File: config.mk
export PLATFORM = sky130hd
export DESIGN_NAME = text_console_flat
export DESIGN_NICKNAME = d
export VERILOG_FILES = /design/src/rtl/text_console_if.sv /design/src/rtl/text_console.sv /design/src/flat_wrapper.sv
export SDC_FILE = /design/constraint.sdc
export NUM_CORES = 1
export LEC_CHECK = 0
export BUFFER_PORTS_ARGS = -buffer_cell sky130_fd_sc_hd__buf_2
export CORE_ASPECT_RATIO = 0.75
export CORE_MARGIN = 2
export CORE_UTILIZATION = 51
export DETAILED_ROUTE_END_ITERATION = 12
export PLACE_DENSITY = 0.73
export SETUP_SLACK_MARGIN = 0.05
export SYNTH_ARGS = -nofsm -noshare
export SYNTH_HDL_FRONTEND = slang
export SYNTH_SLANG_ARGS = --single-unit
File: constraint.sdc
create_clock -name CLOCK -period 2.23 [get_ports CLOCK]
set_input_delay 0.1115 -clock CLOCK [delete_from_list [all_inputs] [get_ports CLOCK]]
set_output_delay 0.1115 -clock CLOCK [all_outputs]
set_load 0.005 [all_outputs]
File: src/rtl/text_console_if.sv
// Bundles the command port, the VGA cursor outputs and the text memory write port.
// The master side is the CPU/memory environment; the slave side is text_console.
interface text_console_if;
    logic        cmd_valid;
    logic        cmd_ready;
    logic [1:0]  cmd_op;
    logic [15:0] cmd_data;
    logic [7:0]  cursor_x;
    logic [7:0]  cursor_y;
    logic [12:0] mem_address;
    logic [7:0]  mem_wdata;
    logic        mem_we;
    logic [7:0]  mem_rdata;

    modport master (
        output cmd_valid, cmd_op, cmd_data, mem_rdata,
        input  cmd_ready, cursor_x, cursor_y, mem_address, mem_wdata, mem_we
    );

    modport slave (
        input  cmd_valid, cmd_op, cmd_data, mem_rdata,
        output cmd_ready, cursor_x, cursor_y, mem_address, mem_wdata, mem_we
    );
endinterface

File: src/rtl/text_console.sv
// Text-mode console controller: turns CPU commands into char/attr writes and cursor moves.
// Define CONSOLE_SCROLL_EN to build the full-screen scroll engine; otherwise the cursor wraps to row 0.
module text_console #(
    parameter int         COLS     = 80,
    parameter int         ROWS     = 25,
    parameter logic [7:0] DEF_ATTR = 8'h07
) (
    input  logic           CLOCK,
    input  logic           RESET,
    text_console_if.slave  bus
);
    localparam logic [7:0]  X_MAX     = 8'(COLS - 1);
    localparam logic [7:0]  Y_MAX     = 8'(ROWS - 1);
    localparam logic [12:0] LAST_ADDR = 13'(2 * COLS * ROWS - 1);
`ifdef CONSOLE_SCROLL_EN
    localparam logic [12:0] ROW_BYTES = 13'(2 * COLS);
    localparam logic [12:0] LAST_DST  = 13'(2 * COLS * (ROWS - 1) - 1);
    localparam logic [12:0] FILL_BASE = 13'(2 * COLS * (ROWS - 1));
`endif

    typedef enum logic [2:0] {
        IDLE,
        WR_CHR,
        WR_ATR,
`ifdef CONSOLE_SCROLL_EN
        SCRL_RD,
        SCRL_WR,
`endif
        FILL_CHR,
        FILL_ATR
    } state_e;

    state_e      state_q;
    logic [7:0]  x_q, y_q, attr_q;
    logic [12:0] addr_q;
    logic [7:0]  wdata_q;
    logic        we_q;
    logic [12:0] cell_addr;
    logic [7:0]  ch;
`ifdef CONSOLE_SCROLL_EN
    logic [12:0] rd_q;
    logic        scroll_fill_q;
`else
    wire         unused_rdata = ^bus.mem_rdata;
`endif

    assign ch        = bus.cmd_data[7:0];
    assign cell_addr = (13'(x_q) + 13'(y_q) * 13'(COLS)) << 1;

    assign bus.cmd_ready   = (state_q == IDLE);
    assign bus.cursor_x    = x_q;
    assign bus.cursor_y    = y_q;
    assign bus.mem_address = addr_q;
    assign bus.mem_wdata   = wdata_q;
    assign bus.mem_we      = we_q;

    always_ff @(posedge CLOCK or posedge RESET) begin
        if (RESET) begin
            state_q <= IDLE;
            x_q     <= 8'd0;
            y_q     <= 8'd0;
            attr_q  <= DEF_ATTR;
            addr_q  <= 13'd0;
            wdata_q <= 8'd0;
            we_q    <= 1'b0;
`ifdef CONSOLE_SCROLL_EN
            rd_q          <= 13'd0;
            scroll_fill_q <= 1'b0;
`endif
        end else begin
            case (state_q)
                IDLE: begin
                    we_q <= 1'b0;
                    if (bus.cmd_valid) begin
                        case (bus.cmd_op)
                            2'd0: begin
                                if (ch == 8'h0A) begin
                                    if (y_q == Y_MAX) begin
`ifdef CONSOLE_SCROLL_EN
                                        state_q <= SCRL_RD;
                                        addr_q  <= ROW_BYTES;
                                        rd_q    <= ROW_BYTES;
`else
                                        x_q <= 8'd0;
                                        y_q <= 8'd0;
`endif
                                    end else begin
                                        x_q <= 8'd0;
                                        y_q <= y_q + 8'd1;
                                    end
                                end else if (ch == 8'h0D) begin
                                    x_q <= 8'd0;
                                end else if (ch == 8'h08) begin
                                    if (x_q != 8'd0) x_q <= x_q - 8'd1;
                                end else begin
                                    addr_q  <= cell_addr;
                                    wdata_q <= ch;
                                    we_q    <= 1'b1;
                                    state_q <= WR_CHR;
                                end
                            end
                            2'd1: begin
                                x_q <= (bus.cmd_data[7:0] > X_MAX) ? X_MAX : bus.cmd_data[7:0];
                                y_q <= (bus.cmd_data[15:8] > Y_MAX) ? Y_MAX : bus.cmd_data[15:8];
                            end
                            2'd2: attr_q <= bus.cmd_data[7:0];
                            default: begin
                                addr_q  <= 13'd0;
                                wdata_q <= 8'h20;
                                we_q    <= 1'b1;
                                state_q <= FILL_CHR;
`ifdef CONSOLE_SCROLL_EN
                                scroll_fill_q <= 1'b0;
`endif
                            end
                        endcase
                    end
                end
                WR_CHR: begin
                    addr_q  <= addr_q + 13'd1;
                    wdata_q <= attr_q;
                    state_q <= WR_ATR;
                end
                WR_ATR: begin
                    we_q    <= 1'b0;
                    state_q <= IDLE;
                    if (x_q == X_MAX) begin
                        if (y_q == Y_MAX) begin
`ifdef CONSOLE_SCROLL_EN
                            state_q <= SCRL_RD;
                            addr_q  <= ROW_BYTES;
                            rd_q    <= ROW_BYTES;
`else
                            x_q <= 8'd0;
                            y_q <= 8'd0;
`endif
                        end else begin
                            x_q <= 8'd0;
                            y_q <= y_q + 8'd1;
                        end
                    end else begin
                        x_q <= x_q + 8'd1;
                    end
                end
`ifdef CONSOLE_SCROLL_EN
                // Copy is pipelined R0 R1 W0 R2 W1 ... W(n-1): each write uses data
                // captured into wdata_q while the following read was on the bus.
                SCRL_RD: begin
                    if (rd_q == ROW_BYTES) begin
                        addr_q <= rd_q + 13'd1;
                        rd_q   <= rd_q + 13'd1;
                    end else begin
                        addr_q  <= rd_q - ROW_BYTES - 13'd1;
                        we_q    <= 1'b1;
                        state_q <= SCRL_WR;
                        if (rd_q == ROW_BYTES + 13'd1) wdata_q <= bus.mem_rdata;
                    end
                end
                SCRL_WR: begin
                    wdata_q <= bus.mem_rdata;
                    if (addr_q == LAST_DST) begin
                        addr_q        <= FILL_BASE;
                        wdata_q       <= 8'h20;
                        scroll_fill_q <= 1'b1;
                        state_q       <= FILL_CHR;
                    end else if (rd_q == LAST_ADDR) begin
                        addr_q <= addr_q + 13'd1;
                    end else begin
                        addr_q  <= rd_q + 13'd1;
                        rd_q    <= rd_q + 13'd1;
                        we_q    <= 1'b0;
                        state_q <= SCRL_RD;
                    end
                end
`endif
                FILL_CHR: begin
                    addr_q  <= addr_q + 13'd1;
                    wdata_q <= attr_q;
                    state_q <= FILL_ATR;
                end
                FILL_ATR: begin
                    if (addr_q == LAST_ADDR) begin
                        we_q    <= 1'b0;
                        state_q <= IDLE;
                        x_q     <= 8'd0;
`ifdef CONSOLE_SCROLL_EN
                        y_q     <= scroll_fill_q ? Y_MAX : 8'd0;
`else
                        y_q     <= 8'd0;
`endif
                    end else begin
                        addr_q  <= addr_q + 13'd1;
                        wdata_q <= 8'h20;
                        state_q <= FILL_CHR;
                    end
                end
                default: state_q <= IDLE;
            endcase
        end
    end
endmodule

File: src/flat_wrapper.sv
// flat-port wrapper written by rule: the top's interface ports become plain ports
module text_console_flat 
#(
    parameter int         COLS     = 80,
    parameter int         ROWS     = 25,
    parameter logic [7:0] DEF_ATTR = 8'h07
)
  (CLOCK, RESET, bus_cmd_valid, bus_cmd_op, bus_cmd_data, bus_mem_rdata, bus_cmd_ready, bus_cursor_x, bus_cursor_y, bus_mem_address, bus_mem_wdata, bus_mem_we);
  text_console_if bus_i ();
  input  logic CLOCK;
  input  logic RESET;
  input wire logic [$bits(bus_i.cmd_valid)-1:0] bus_cmd_valid;
  input wire logic [$bits(bus_i.cmd_op)-1:0] bus_cmd_op;
  input wire logic [$bits(bus_i.cmd_data)-1:0] bus_cmd_data;
  input wire logic [$bits(bus_i.mem_rdata)-1:0] bus_mem_rdata;
  output wire logic [$bits(bus_i.cmd_ready)-1:0] bus_cmd_ready;
  output wire logic [$bits(bus_i.cursor_x)-1:0] bus_cursor_x;
  output wire logic [$bits(bus_i.cursor_y)-1:0] bus_cursor_y;
  output wire logic [$bits(bus_i.mem_address)-1:0] bus_mem_address;
  output wire logic [$bits(bus_i.mem_wdata)-1:0] bus_mem_wdata;
  output wire logic [$bits(bus_i.mem_we)-1:0] bus_mem_we;
  assign bus_i.cmd_valid = bus_cmd_valid;
  assign bus_i.cmd_op = bus_cmd_op;
  assign bus_i.cmd_data = bus_cmd_data;
  assign bus_i.mem_rdata = bus_mem_rdata;
  assign bus_cmd_ready = bus_i.cmd_ready;
  assign bus_cursor_x = bus_i.cursor_x;
  assign bus_cursor_y = bus_i.cursor_y;
  assign bus_mem_address = bus_i.mem_address;
  assign bus_mem_wdata = bus_i.mem_wdata;
  assign bus_mem_we = bus_i.mem_we;
  text_console #(.COLS(COLS), .ROWS(ROWS), .DEF_ATTR(DEF_ATTR)) u_core (.CLOCK(CLOCK), .RESET(RESET), .bus(bus_i));
endmodule
# Word level (Yosys, flattened, before mapping)
# Cells that the tools add are included.
# classes
bitwise,0
n_lt_le_gt_ge,2
eq_ne,24
multipliers,1
div_mod_pow,0
n_mux,45
shifts,0
reduce_logical,13
addsub,5
# ops
cell,count
$mux W8,18
$pmux W8 S3,3
$mux W13,5
$pmux W8 S2,3
$pmux W13 S3,1
$pmux W13 S2,1
$eq A8 B4 Y1 const B,3
$add A8 B1 Y8 const B,2
$add A13 B1 Y13 const B,1
$eq A13 B12 Y1 const B,1
$add A8 B12 Y12,1
$mux W3,4
$pmux W3 S4,1
$reduce_and A6 Y1,2
$ne A5 B2 Y1 const B,2
$ne A3 B3 Y1 const B,3
$eq A8 B5 Y1 const B,1
$eq A8 B7 Y1 const B,1
$gt A8 B5 Y1 const B,1
$gt A8 B7 Y1 const B,1
$mul A8 B3 Y8 const B,1
$reduce_bool A8 Y1,1
$sub A8 B1 Y8 const B,1
$reduce_and A7 Y1,1
21 further kinds,31
# totals
latchBits,0
reg_bits,49
mem_count,0
ramBits,0
output_inout_bits,39
romBits,0
inputBits,29
elab_cells,97

# Logic depth before layout (Yosys ltp)
# depth
depth_word,8
ltp_mapped,10
mapped_depth_nobuf,10

# Worst setup path before layout
# Ideal clock, no wire load.
# synth_timing
path_kind,flip-flop to flip-flop
start,"reg u_core.y_q[1], in the netlist u_core.bus.cursor_y[1]"
end,"reg u_core.addr_q[12], in the netlist u_core.bus.mem_address[12]"
path_stages_with_launch,11
arrival_ns,2.336
setup_slack_ns,-0.228
path_buffers,0
synth_period_minus_slack_ns,2.458
required_ns,2.109
setup_ns,0.121
path_cell_list,dfrtp_1 ha_1 ha_1 inv_1 fa_1 xor2_1 or2_2 nor4_1 xnor3_1 nand3_1 nand2_1
# synth_between
elab_chain_len,8
# synth_lines
element,line_no,rtl
"start, declared",text_console.sv:34,"logic [7:0] x_q, y_q, attr_q;"
"start signal, assigned",text_console.sv:89,y_q <= y_q + 8'd1;
"start signal, assigned",text_console.sv:104,y_q <= (bus.cmd_data[15:8] > Y_MAX) ? Y_MAX : bus.cmd_data[15:8];
"start signal, assigned",text_console.sv:139,y_q <= y_q + 8'd1;
$mul A8 B3 Y8,text_console.sv:48,assign cell_addr = (13'(x_q) + 13'(y_q) * 13'(COLS)) << 1;
$add A8 B12 Y12,text_console.sv:48,
$mux W13,text_console.sv:93,end else if (ch == 8'h08) begin
$mux W13,text_console.sv:91,end else if (ch == 8'h0D) begin
$mux W13,text_console.sv:77,if (ch == 8'h0A) begin
$pmux W13 S2,text_console.sv:75,case (bus.cmd_op)
$mux W13,text_console.sv:74,if (bus.cmd_valid) begin
$pmux W13 S3,text_console.sv:71,case (state_q)
"end signal, assigned",text_console.sv:96,addr_q <= cell_addr;
"end signal, assigned",text_console.sv:120,addr_q <= addr_q + 13'd1;
"end signal, assigned",text_console.sv:177,addr_q <= addr_q + 13'd1;
"end, declared",text_console.sv:35,logic [12:0] addr_q;
# Every way passes these cells. The select of a mux whose other input is x is not followed.
# A chain may end at the register's enable or synchronous reset.

# Worst setup path after layout
# layout_timing
start,"reg u_core.y_q[2], in the netlist u_core.bus.cursor_y[2]"
end,"reg u_core.addr_q[12], in the netlist u_core.bus.mem_address[12]"
# The elaborated chain is that of the path after synthesis.

==> flow_summary_export.csv <==
group,metric,value,unit
setup_path,crit_chain,"ha_1 -> ha_4 -> ha_4 -> o21a_1 -> a21oi_4 -> nor4_4 -> xnor3_1 -> nand3_1 -> nand2_1",
detailed_routing,wirelength,10900,µm
global_routing,grtUsageTotal,28.2,%
yosys,ys_seq_area_share,34.0,%
detailed_routing,wl_per_cell,17.9,µm
cts,cts_buffers,5,
placed_design,port_buffers,59,
pwr,vdd_drop_max,702,µV
timing,slew_viol_final,0,
pwr,switching_power,3.27,mW
yosys,syn_area,0.00362,mm²
detailed_routing,ant_nets,0,
yosys,synth_edf_count,0,
timing,hold_viol_final,0,
placed_design,pre_cts_ws,-163,ps
floorplan,pin_count,68,
timing,clock.fmax,0.443,GHz
cells_and_area,syn2layout_area_growth,30.3,%
timing,hold_slack,97.7,ps
timing,finalCriticalPeriod,2260,ps
detailed_routing,first_pass_iters,5,
cts,clkSinkCount,49,
global_routing,grt_pass1_vias,3540,
timing,fin_ws,-29.2,ps
status,status,"finished, violations left",
cells_and_area,drive_gt1_share,35.6,%
pwr,clkPwrFrac,8.1,%
worst_hold_path,hp-class,"in -> reg",
pwr,powerDensity,1510,mW/mm²
floorplan,die_w,101,µm
global_routing,grt_max_degree,24,
global_routing,grt_overflow,0,
detailed_routing,drtIter0Drc,238,
yosys,ys.warnings.count,0,
setup_path,crit_required,2450,ps
pwr,internal_power,3.87,mW
cts,clk_latency,330,ps
timing,setup_viol,2,
placed_design,hpwl,7950,µm
cells_and_area,design_area,0.00472,mm²
detailed_routing,vias,3775,
cts,htreeDepth,2,
yosys,avgSynthCellArea,8.69,µm²
floorplan,core_area,0.00683,mm²
setup_path,cp-end-kind,"register",
setup_path,slowest_stage,"dfrtp_2",
cts,clock_path_buffers,2,
global_routing,antenna_found_initial,0,
yosys,synth-seq-cells,49,
floorplan,rows,26,
status,violations,"setup timing",
global_routing,grt_pass1_wl,17600,µm
floorplan,die_h,77.0,µm
detailed_routing,drc_errors,0,
setup_path,critical-path-top-delay-family,"adder cells",
timing,skew,16.6,ps
pwr,pwr-share-seq,22.7,%
cts,clk_pin_slew,100,ps
yosys,synth_ff_type,"dfrtp_1",
pwr,swShare,45.8,%
pwr,finalPower,7.13,mW
flow_run,drv_cap,0,
yosys,synth_nets,470,
placed_design,postPlaceCellArea,0.00441,mm²
timing,slew_headroom,46.2,%
detailed_routing,avgViaCountPerCell,6.17,
floorplan,die_area,0.00780,mm²
setup_path,crit_buf_inv,0,
setup_path,cp.arrival,2470,ps
setup_path,crit_fanout,3,
cells_and_area,nets,580,
pwr,leakagePower,2.17,nW
cts,cts-root-buf,"clkbuf_8",
setup_path,cp-start-kind,"register",
floorplan,initial_core_util,53.0,%
cells_and_area,antenna-diode-count,0,
timing,post-route-period-util,101,%
timing,tightest_slew,807,ps
yosys,synth-async-reset-ratio,100,%
yosys,synthCells,417,
timing,rsz0062_at_grt,"yes",
pwr,combPwrFrac,69.2,%
cts,cts_tree,"done",
yosys,ys_types,66,
setup_path,crit_type,"reg -> reg",
setup_path,slowest_delay,450,ps
setup_path,path_common_cell,"ha_4",
placed_design,gp_congestion,0.916,
## placed cells by master (no fill, tap or decap), drive strengths merged, types with 5 or more instances in the layout
cell / netlist / layout
nand3: 16 / 16
buf: 10 / 121
xnor2: 8 / 8
ha: 22 / 22
o31ai: 6 / 6
o21ai: 30 / 30
nor2b: 5 / 5
xor2: 5 / 5
nor2: 50 / 50
a22o: 5 / 5
nor3: 7 / 7
a21oi: 35 / 35
dfrtp: 46 / 46
nor3b: 5 / 5
inv: 20 / 21
nand2: 27 / 27
o211ai: 5 / 5
clkbuf: 9 / 5
a31oi: 9 / 9
a21o: 6 / 6
a221oi: 9 / 9
mux2: 8 / 8
## path summary, 6_finish.rpt
path                                                          start                                endpoint  slack, ps  cells past startpoint
min in group asynchronous                                     RESET           u_core.state_q[1]$_DFFE_PP0P_        360                      3
worst max register to register   u_core.bus.cursor_y[2]$_DFFE_PP0P_  u_core.bus.mem_address[12]$_DFFE_PP0P_        -30                      9
max in group asynchronous                                     RESET            u_core.attr_q[1]$_DFFE_PP1P_       1170                      4
worst min-delay path                                bus_cmd_data[8]      u_core.bus.cursor_y[0]$_DFFE_PP0P_        100                      3
worst min register to register  u_core.bus.mem_wdata[6]$_DFFE_PP0P_     u_core.bus.mem_wdata[6]$_DFFE_PP0P_        510                      2
worst max-delay path             u_core.bus.cursor_y[2]$_DFFE_PP0P_  u_core.bus.mem_address[12]$_DFFE_PP0P_        -30                      9
## what timing repair did
| item | in CTS | in global routing |
|---|---|---|
| endpoints found under the hold margin | 21 | 0 |
| pin swaps | 6 | 10 |
| buffers inserted | 0 | 4 |
| endpoints found under the setup margin | 8 | 19 |
| hold buffers | 1 | 0 |
| resized for setup | 12 | 29 |
## metrics by stage
step / TNS, ps / utilization [%] / instances
after CTS: -37.4 / 66.7 / 608
after floorplan: -115 / - / 417
after detailed placement: -176 / 64.5 / 599
final: -31.3 / 69.1 / 612
after global routing: -220 / 69.1 / 612
after global placement: -100 / 64.5 / 599
## cell usage after synthesis, types with 4 or more instances
cell	instances	share of area [%]
a21o_1	6	1.2
a21oi_1	35	4.8
a221oi_1	9	2.2
a22o_1	5	1.2
a31oi_1	8	1.4
and2_1	4	0.69
and3_1	4	0.69
buf_2	8	1.1
clkbuf_1	9	0.93
dfrtp_1	46	32
ha_1	22	7.6
inv_1	20	2.1
mux2_2	8	2.5
nand2_1	27	2.8
nand3_1	16	2.2
nor2_1	50	5.2
nor2b_1	5	0.86
nor3_1	7	0.97
nor3b_1	5	1.0
o211ai_1	5	1.0
o21ai_0	29	4.0
o31ai_1	4	0.83
xnor2_1	8	1.9
xor2_1	5	1.2
## routing by layer
metal	track usage [%]	share of wire (%)	wire length (µm)	vias to the layer above
met4	4.59	1.1	120	0
met2	45.6	47	5150	146
met3	4.01	6.4	694	19
met1	40.9	45	4960	1840
met5	0	0	0	-
li1	-	-	-	1770
## worst reg2reg max path, stage by stage, from the launching register on
cell and delay [ps]:
dfrtp_2 450, ha_1 230, ha_4 260, ha_4 280
o21a_1 200, a21oi_4 100, nor4_4 280, xnor3_1 240
nand3_1 80, nand2_1 50
## power groups by stage
stage                     clock, mW  combinational [mW]  sequential [mW]
final                         0.577                4.94             1.62
after global routing          0.622                5.39             1.66
after CTS                     0.581                4.52             1.59
after detailed placement          0                4.38             1.60
after global placement            0                4.27             1.57
after floorplan                   0                2.58             1.73
## sequential cells by signal, summed over array words and instances (netlist names)
signal                  cells
u_core.state_q              3
u_core.bus.cursor_x         8
u_core.bus.mem_we           1
u_core.bus.mem_wdata        8
u_core.bus.cursor_y         8
u_core.bus.mem_address     13
u_core.attr_q               8
## final cells by class
cell class              count  area [µm²]
clock buffers               5        68.8
clock inverters             3        25.0
fillers                   556        2110
inverters                  20        75.1
multi-input cells         329        2430
flip-flops and latches     49        1230
well taps                  84         105
repair buffers            122         778
## logic make-up (layout without fill, tap and decap cells)
group	count (synthesis)	count (layout)	synth area share [%]
adder cells (fa/ha/maj)	24	24	8.70
AO/OA/AOI/OAI	140	140	26.4
XOR/XNOR	14	14	3.77
multiplexers	8	8	2.49
buffers and inverters	39	150	4.73
flip-flops	49	49	34.0
AND/OR/NAND/NOR	143	143	20.0
Note: power is estimated with default switching activity, not from simulation.
